### config.mk
export PLATFORM = sky130hd
export DESIGN_NAME = cpu_run_ctrl
export DESIGN_NICKNAME = d
export VERILOG_FILES = /design/src/rtl/cpu_run_ctrl.sv
export SDC_FILE = /design/constraint.sdc
export NUM_CORES = 1
export LEC_CHECK = 0
export ABC_AREA = 1
export CORE_MARGIN = 2
export CORE_UTILIZATION = 45
export DETAILED_ROUTE_END_ITERATION = 6
export PLACE_DENSITY = 0.65
export RECOVER_POWER = 100
export SLEW_MARGIN = 20
export SYNTH_ARGS = -nofsm -noshare
export SYNTH_HDL_FRONTEND = slang
export SYNTH_SLANG_ARGS = --single-unit
### constraint.sdc
create_clock -name CLK -period 1.85 [get_ports CLK]
set_input_delay 0.37 -clock CLK [delete_from_list [all_inputs] [get_ports CLK]]
set_output_delay 0.37 -clock CLK [all_outputs]
set_load 0.02 [all_outputs]
### src/rtl/cpu_run_ctrl.sv
// Run/step/halt sequencer for the 6502: derives the one-cycle CPU clock-enable
// and the CPU reset from the board clock, with periodic automatic restart.
module cpu_run_ctrl #(
  parameter int unsigned DIV           = 6000000,
  parameter int unsigned RES_CYCLES    = 2,
  parameter int unsigned RESTART_TICKS = 15,
  parameter int unsigned DEB_CYCLES    = 120000
) (
  input  logic       CLK,
  input  logic       R,
  input  logic       run,
  input  logic       step,
  input  logic       halt_req,
  output logic       cpu_ce,
  output logic       cpu_res,
  output logic [7:0] tick_cnt,
  output logic [1:0] state
);

  localparam int PW = (DIV > 2) ? $clog2(DIV) : 1;
  localparam int HW = $clog2(RES_CYCLES + 1);
  localparam int DW = $clog2(DEB_CYCLES + 1);
  localparam logic [PW-1:0] PRESC_LAST   = PW'(DIV - 1);
  localparam logic [HW-1:0] HOLD_DONE    = HW'(RES_CYCLES);
  localparam logic [DW-1:0] DEB_LAST     = DW'(DEB_CYCLES - 1);
  localparam logic [7:0]    RESTART_LAST = 8'(RESTART_TICKS - 1);
  localparam bit            RESTART_EN   = (RESTART_TICKS != 0);

  typedef enum logic [1:0] {
    S_RESET = 2'b00,
    S_RUN   = 2'b01,
    S_STEP  = 2'b10,
    S_HALT  = 2'b11
  } state_e;

  state_e        state_q, state_d;
  logic [PW-1:0] presc_q, presc_d;
  logic [HW-1:0] hold_q, hold_d;
  logic [7:0]    tick_cnt_q, tick_cnt_d;
  logic          cpu_ce_q, cpu_ce_d;
  logic          cpu_res_q, cpu_res_d;
  logic          sync1_q, sync1_d;
  logic          sync2_q, sync2_d;
  logic          level_q, level_d;
  logic [DW-1:0] deb_cnt_q, deb_cnt_d;
  logic          step_edge_q, step_edge_d;
  logic          tick;
  logic          count_pulse;

  assign tick = (presc_q == PRESC_LAST);

  // Prescaler free-runs in every state so halts and mode changes never skew the grid.
  always_comb begin
    presc_d = tick ? '0 : presc_q + 1'b1;
  end

  // Step button: two-flop synchroniser, then a stability counter.
  always_comb begin
    sync1_d     = step;
    sync2_d     = sync1_q;
    level_d     = level_q;
    deb_cnt_d   = deb_cnt_q;
    step_edge_d = 1'b0;
    if (sync2_q == level_q) begin
      deb_cnt_d = '0;
    end else if (deb_cnt_q == DEB_LAST) begin
      level_d     = ~level_q;
      deb_cnt_d   = '0;
      step_edge_d = ~level_q;
    end else begin
      deb_cnt_d = deb_cnt_q + 1'b1;
    end
  end

  always_comb begin
    state_d     = state_q;
    hold_d      = hold_q;
    tick_cnt_d  = tick_cnt_q;
    cpu_ce_d    = 1'b0;
    count_pulse = 1'b0;
    case (state_q)
      S_RESET: begin
        tick_cnt_d = '0;
        if (hold_q == HOLD_DONE) begin
          state_d = run ? S_RUN : S_STEP;
        end else if (tick) begin
          cpu_ce_d = 1'b1;
          hold_d   = hold_q + 1'b1;
        end
      end
      S_RUN: begin
        if (halt_req)  state_d = S_HALT;
        else if (!run) state_d = S_STEP;
        else if (tick) count_pulse = 1'b1;
      end
      S_STEP: begin
        if (halt_req)         state_d = S_HALT;
        else if (run)         state_d = S_RUN;
        else if (step_edge_q) count_pulse = 1'b1;
      end
      S_HALT: begin
        if (!halt_req) state_d = run ? S_RUN : S_STEP;
      end
      default: state_d = S_RESET;
    endcase

    // The restart pulse still issues; the CPU sees it together with reset.
    if (count_pulse) begin
      cpu_ce_d = 1'b1;
      if (RESTART_EN && (tick_cnt_q == RESTART_LAST)) begin
        state_d    = S_RESET;
        tick_cnt_d = '0;
        hold_d     = '0;
      end else begin
        tick_cnt_d = tick_cnt_q + 8'd1;
      end
    end

    cpu_res_d = (state_d == S_RESET);
  end

  always_ff @(posedge CLK) begin
    if (R) begin
      state_q     <= S_RESET;
      presc_q     <= '0;
      hold_q      <= '0;
      tick_cnt_q  <= '0;
      cpu_ce_q    <= 1'b0;
      cpu_res_q   <= 1'b1;
      sync1_q     <= 1'b0;
      sync2_q     <= 1'b0;
      level_q     <= 1'b0;
      deb_cnt_q   <= '0;
      step_edge_q <= 1'b0;
    end else begin
      state_q     <= state_d;
      presc_q     <= presc_d;
      hold_q      <= hold_d;
      tick_cnt_q  <= tick_cnt_d;
      cpu_ce_q    <= cpu_ce_d;
      cpu_res_q   <= cpu_res_d;
      sync1_q     <= sync1_d;
      sync2_q     <= sync2_d;
      level_q     <= level_d;
      deb_cnt_q   <= deb_cnt_d;
      step_edge_q <= step_edge_d;
    end
  end

  assign cpu_ce   = cpu_ce_q;
  assign cpu_res  = cpu_res_q;
  assign tick_cnt = tick_cnt_q;
  assign state    = state_q;

endmodule

Word-level counts from Yosys, hierarchy flattened --
Index checks and enable logic that the tools add are counted.
Storage, ports and cells: logic and storage cells 61, bits of input ports 5, register bits after elaboration 58, output and inout port bits 12
Operators by class: bitwise logic cells 3, add/sub/neg operators 4, equality and inequality tests 8, muxes and demuxes 28, reductions and logical operators 7
Operators with widths (count):
- $mux W2 | 14
- $mux W8 | 3
- $add A23 B1 Y23 const B | 1
- $eq A23 B23 Y1 const B | 1
- $add A17 B1 Y17 const B | 1
- $eq A17 B17 Y1 const B | 1
- $mux W1 | 9
- $add A8 B1 Y8 const B | 1
- $eq A8 B4 Y1 const B | 1
- $pmux W2 S4 | 1
- $eq A2 B2 Y1 const B | 3
- $reduce_or A3 Y1 | 2
- $logic_not A2 Y1 | 2
- $not A1 Y1 | 3
- $add A2 B1 Y2 const B | 1
- $eq A2 B1 Y1 const B | 1
- $pmux W1 S2 | 1
- $reduce_and A2 Y1 | 1
- $reduce_bool A2 Y1 | 1
- $reduce_or A2 Y1 | 1
- $eq A1 B1 Y1 | 1

Logic depth before layout (Yosys ltp) --
depth in word-level cells 7, mapped depth 11, gate-level depth less buffers 11

Worst setup path before layout --
OpenSTA, ideal clock, no wires.
path kind register to register, start register state_q[0], in the netlist state[0], end register state_q[1], in the netlist state[1], setup time 0.126 ns, path buffers 1, clock period less this slack 1.476 ns, setup slack 0.374 ns, required time 1.724 ns, arrival time 1.350 ns, cell stages (with the launch flop) 7, path through dfxtp_1 > inv_1 > ha_1 > buf_2 > nand3_2 > nand2_1 > a21oi_1
On the way: word-level cells in the longest chain between the ends 4, elaborated cells on any way between the ends 8, classes of those cells eq/ne (3); mux (4); reduce/logical (1)
Ends and longest elaborated chain:
- start, declared | line 36 | state_e state_q, state_d;
- start signal, assigned | line 136 | state_q <= state_d;
- $eq A2 B2 Y1, or another cell as far along | line 81 | case (state_q)
- $pmux W2 S4 | line 81
- $mux W2 | line 110 | if (RESTART_EN && (tick_cnt_q == RESTART_LAST)) begin
- $mux W2 (*) | line 108 | if (count_pulse) begin
Mark *: on every way between the ends. The rest lies on a longest branch, timed or not. A chain may end at the register's enable or synchronous reset.

Final worst setup path --
start register tick_cnt_q[0], in the netlist tick_cnt[0], end output port tick_cnt[0]
RTL lines:
- start, declared | line 39 | logic [7:0] tick_cnt_q, tick_cnt_d;
- start signal, assigned | line 139 | tick_cnt_q <= tick_cnt_d;
- end, declared | line 16 | output logic [7:0] tick_cnt,
No word-level cell between the ends.

==> run summary <==
======================================================================================
Worst path required time                                                       1.48 ns
Kind of launch point of the worst setup path                                  register
Final critical-path required period                                           1.796 ns
Clock net sink count                                                                58
Top cell type's share of synthesized area                                       0.3783
RSZ-0062 raised after global routing                                                no
Area added between synthesis and finish                                         14.35%
Total routing usage reported by global routing                                  0.1728
Number of hold-repair buffers added at the cts stage                                 0
P_leak                                                                        1.251 nW
Number of antenna violations at the first check in global routing                    0
Setup violation total in the final timing report                                     0
Net count after synthesis                                                          434
Die ar.                                                                   0.007497 sq mm
Remaining max-slew budget at the tightest pin                                   0.4995
Library cell contributing the largest single delay on the critical path   sky130_fd_sc_hd__clkdlybuf4s50_1
Least-Margin Pin Slew                                                        0.7486 ns
Total negative setup slack                                                        0 ns
Share of flip-flops with an asynchronous set or reset after synthesis                0
IO Port Bufs                                                                        16
Inserted Diodes                                                                      0
Remaining number of nets flagged by the antenna check after routing                  0
Fraction of layout cells with a size suffix above 1                             0.1047
Most area-hungry cell type in the Yosys netlist                           sky130_fd_sc_hd__dfxtp_1
Syn_area_per_cell                                                          7.325 sq um
Number of DRC violations after detailed-routing iteration 0                         58
Htree depth                                                                          3
Combined buffer and inverter count along the critical path                           1
Hold Violations, Final                                                               0
Pin count of the biggest net entering global routing                                24
First-pass iteration count of the detailed router                                    4
Storage cell area                                                         0.001161 sq mm
Max-cap viol count                                                                   0
Area contributors post-synth                                              sky130_fd_sc_hd__dfxtp_1 (38%), sky130_fd_sc_hd__nand2_1 (8.4%), sky130_fd_sc_hd__nor2_1 (6.8%), sky130_fd_sc_hd__inv_1 (6.4%), sky130_fd_sc_hd__nand3_1 (5.7%)
Overflow left after global routing                                                   0
Total of warnings raised by yosys                                                    0
Start-to-end type of the worst setup path                                 register to output pin
Seq cells post-synth                                                                58
Count of nets after finishing                                                      459
Commonest cells after routing, fill and taps aside                        sky130_fd_sc_hd__nand2_1 (70), sky130_fd_sc_hd__dfxtp_1 (58), sky130_fd_sc_hd__nor2_1 (56)
Power density normalized to cell area                                     772.2 mW/mm^2
Number of max-slew violations in the final report                                    0
CTS Root Cell                                                             sky130_fd_sc_hd__clkbuf_8
Fmax achieved                                                                556.9 MHz
Delay contributed by the slowest stage of the critical path                    0.65 ns
DRC violations left                                                                  0
Height of the die                                                         86.59 microns
Leading cell type in the layout, fill and taps excluded                   sky130_fd_sc_hd__nand2_1
Starting density of the core                                                    0.4594
Biggest fanout along the worst timing path                                           6
Vias per Instance                                                                5.062
Critical-path cell list                                                   clkdlybuf4s50_1
Area of the multi-input gates                                             0.001654 sq mm
Via count                                                                         2678
Clock buffers created by TritonCTS                                                   9
Final worst-path cycle share                                                    0.9707
Main flop type after synthesis                                            sky130_fd_sc_hd__dfxtp_1
TritonCTS clock tree                                                               yes
Kind of cell adding the most delay to the critical path                   buffers and inverters
EDFF count, synth                                                                    0
Worst Setup End Kind                                                        output pin
Number of rows created at floorplan                                                 30
HPWL reported at the end of detailed placement                            4434 microns
First-pass GRT wire length                                                10410 microns
Number of global-route vias before repair                                         2514
RD Place Congestion                                                             0.8981
Per-cell routed wire length                                               11.33 microns
Fraction of the yosys area taken by sequential cells                            0.3783
VDD IR max                                                                    515.3 uV
Worst Skew                                                                 0.005945 ns
Worst hold-check slack                                                       0.4066 ns
Cell area after technology mapping                                        0.003069 sq mm
Core region area                                                          0.006681 sq mm
CP arrival                                                                     1.43 ns
Number of different library cells in the post-synthesis netlist                     33
Hold Crit Class                                                           register to register
Instance count of the mapped netlist                                               419
Run status                                                                complete, no violations
Fill cell count                                                                    677
Clock latency reported for the late side of the worst-skew pair                0.34 ns
Routed WL                                                                 5995 microns
Die X-Extent                                                              86.59 microns
Buffer depth of the longest clock path                                               2
Clock-pin slew on the worst setup and hold paths                               0.06 ns
Number of ports placed on the die boundary                                          17
======================================================================================
==> metal layers <==
metal,track usage,vias up,part of all wire
met5,0,-,0
met4,0.08665,0,0.022
met3,0.03524,14,0.029
met2,0.2944,42,0.47
met1,0.2058,1210,0.48
li1,-,1412,-
==> worst paths after layout <==
path | from | end | slack, ns | depth (start not counted)
setup / recovery | tick_cnt[0] | tick_cnt[0] | 0.05 | 1
hold / removal | sync1_q | sync2_q | 0.41 | 2
setup reg to reg | presc_q[0] | tick_cnt[6] | 0.15 | 10
hold reg to reg | sync1_q | sync2_q | 0.41 | 2
==> worst register-to-register path, cell delays in order (launching register included) <==
cell	delay, ns
sky130_fd_sc_hd__dfxtp_1	0.35
sky130_fd_sc_hd__ha_1	0.19
sky130_fd_sc_hd__nand2_1	0.10
sky130_fd_sc_hd__nor2_4	0.14
sky130_fd_sc_hd__nand3_1	0.13
sky130_fd_sc_hd__nor2_4	0.15
sky130_fd_sc_hd__nand3_2	0.11
sky130_fd_sc_hd__nand2_4	0.15
sky130_fd_sc_hd__nand2_4	0.10
sky130_fd_sc_hd__nand3_1	0.10
sky130_fd_sc_hd__a21oi_1	0.07
==> cell usage after synthesis (3+ instances only) <==
cell,count
sky130_fd_sc_hd__nand2_1,69
sky130_fd_sc_hd__dfxtp_1,58
sky130_fd_sc_hd__nor2_1,56
sky130_fd_sc_hd__inv_1,52
sky130_fd_sc_hd__nand3_1,35
sky130_fd_sc_hd__a21oi_1,34
sky130_fd_sc_hd__nand4_1,14
sky130_fd_sc_hd__xor2_1,13
sky130_fd_sc_hd__nor3_1,11
sky130_fd_sc_hd__ha_1,10
sky130_fd_sc_hd__nand2_2,7
sky130_fd_sc_hd__xnor2_1,7
sky130_fd_sc_hd__nand3_2,5
sky130_fd_sc_hd__nor2_4,5
sky130_fd_sc_hd__o21ai_0,5
sky130_fd_sc_hd__nor2_2,4
sky130_fd_sc_hd__nor4_1,4
sky130_fd_sc_hd__or2_0,4
sky130_fd_sc_hd__inv_2,3
sky130_fd_sc_hd__nand3b_1,3
sky130_fd_sc_hd__o211ai_1,3
==> timing repair <==
action,in CTS,in global routing
endpoints found under the setup margin,0,8
setup buffers,0,1
gates resized for setup,0,3
==> stage by stage <==
step                power, mW  setup slack, ns    util  instance area [sq um]  cells
detailed placement      1.540          0.02515  0.4972                   3322    512
floorplan               1.465           0.3745       -                   3069    419
CTS                     2.745          0.02105  0.5279                   3527    528
finish                  2.710          0.05424  0.5253                   3510    529
global route            2.835         0.004903  0.5253                   3510    529
global placement        1.536          0.07627  0.4972                   3322    512
==> cells by family (layout without fill, tap and decap cells) <==
| family | after synthesis | count (layout) | share of synthesized area |
|---|---|---|---|
| xor gates and xnor gates | 20 | 20 | 0.05707 |
| AOI/OAI and AO/OA | 43 | 43 | 0.07501 |
| adders and majority gates | 10 | 10 | 0.04077 |
| DFF | 58 | 58 | 0.3783 |
| and+or+nand+nor | 228 | 228 | 0.3701 |
| buffers and inverters | 60 | 90 | 0.07868 |
==> registers in the layout (all words and copies together), names as in the netlist <==
name	cells
cpu_ce	1
cpu_res	1
deb_cnt_q	17
hold_q	2
level_q	1
presc_q	23
state	2
step_edge_q	1
sync1_q	1
sync2_q	1
tick_cnt	8
==> layout make-up <==
class	instances	share of cell area
clock buffer	12	0.04421
clock inverter	4	0.01426
inverter	55	0.05882
multi-input combinational	301	0.4713
sequential	58	0.3308
tap	80	0.02852
timing repair buffer	19	0.05205
==> where the power goes <==
| part | switching, mW | internal (mW) |
|---|---|---|
| clock network | 0.511 | 0.693 |
| logic | 0.138 | 0.0791 |
| registers | 0.0190 | 1.27 |
| total | 0.668 | 2.04 |
(Power assumes the default switching activity.)
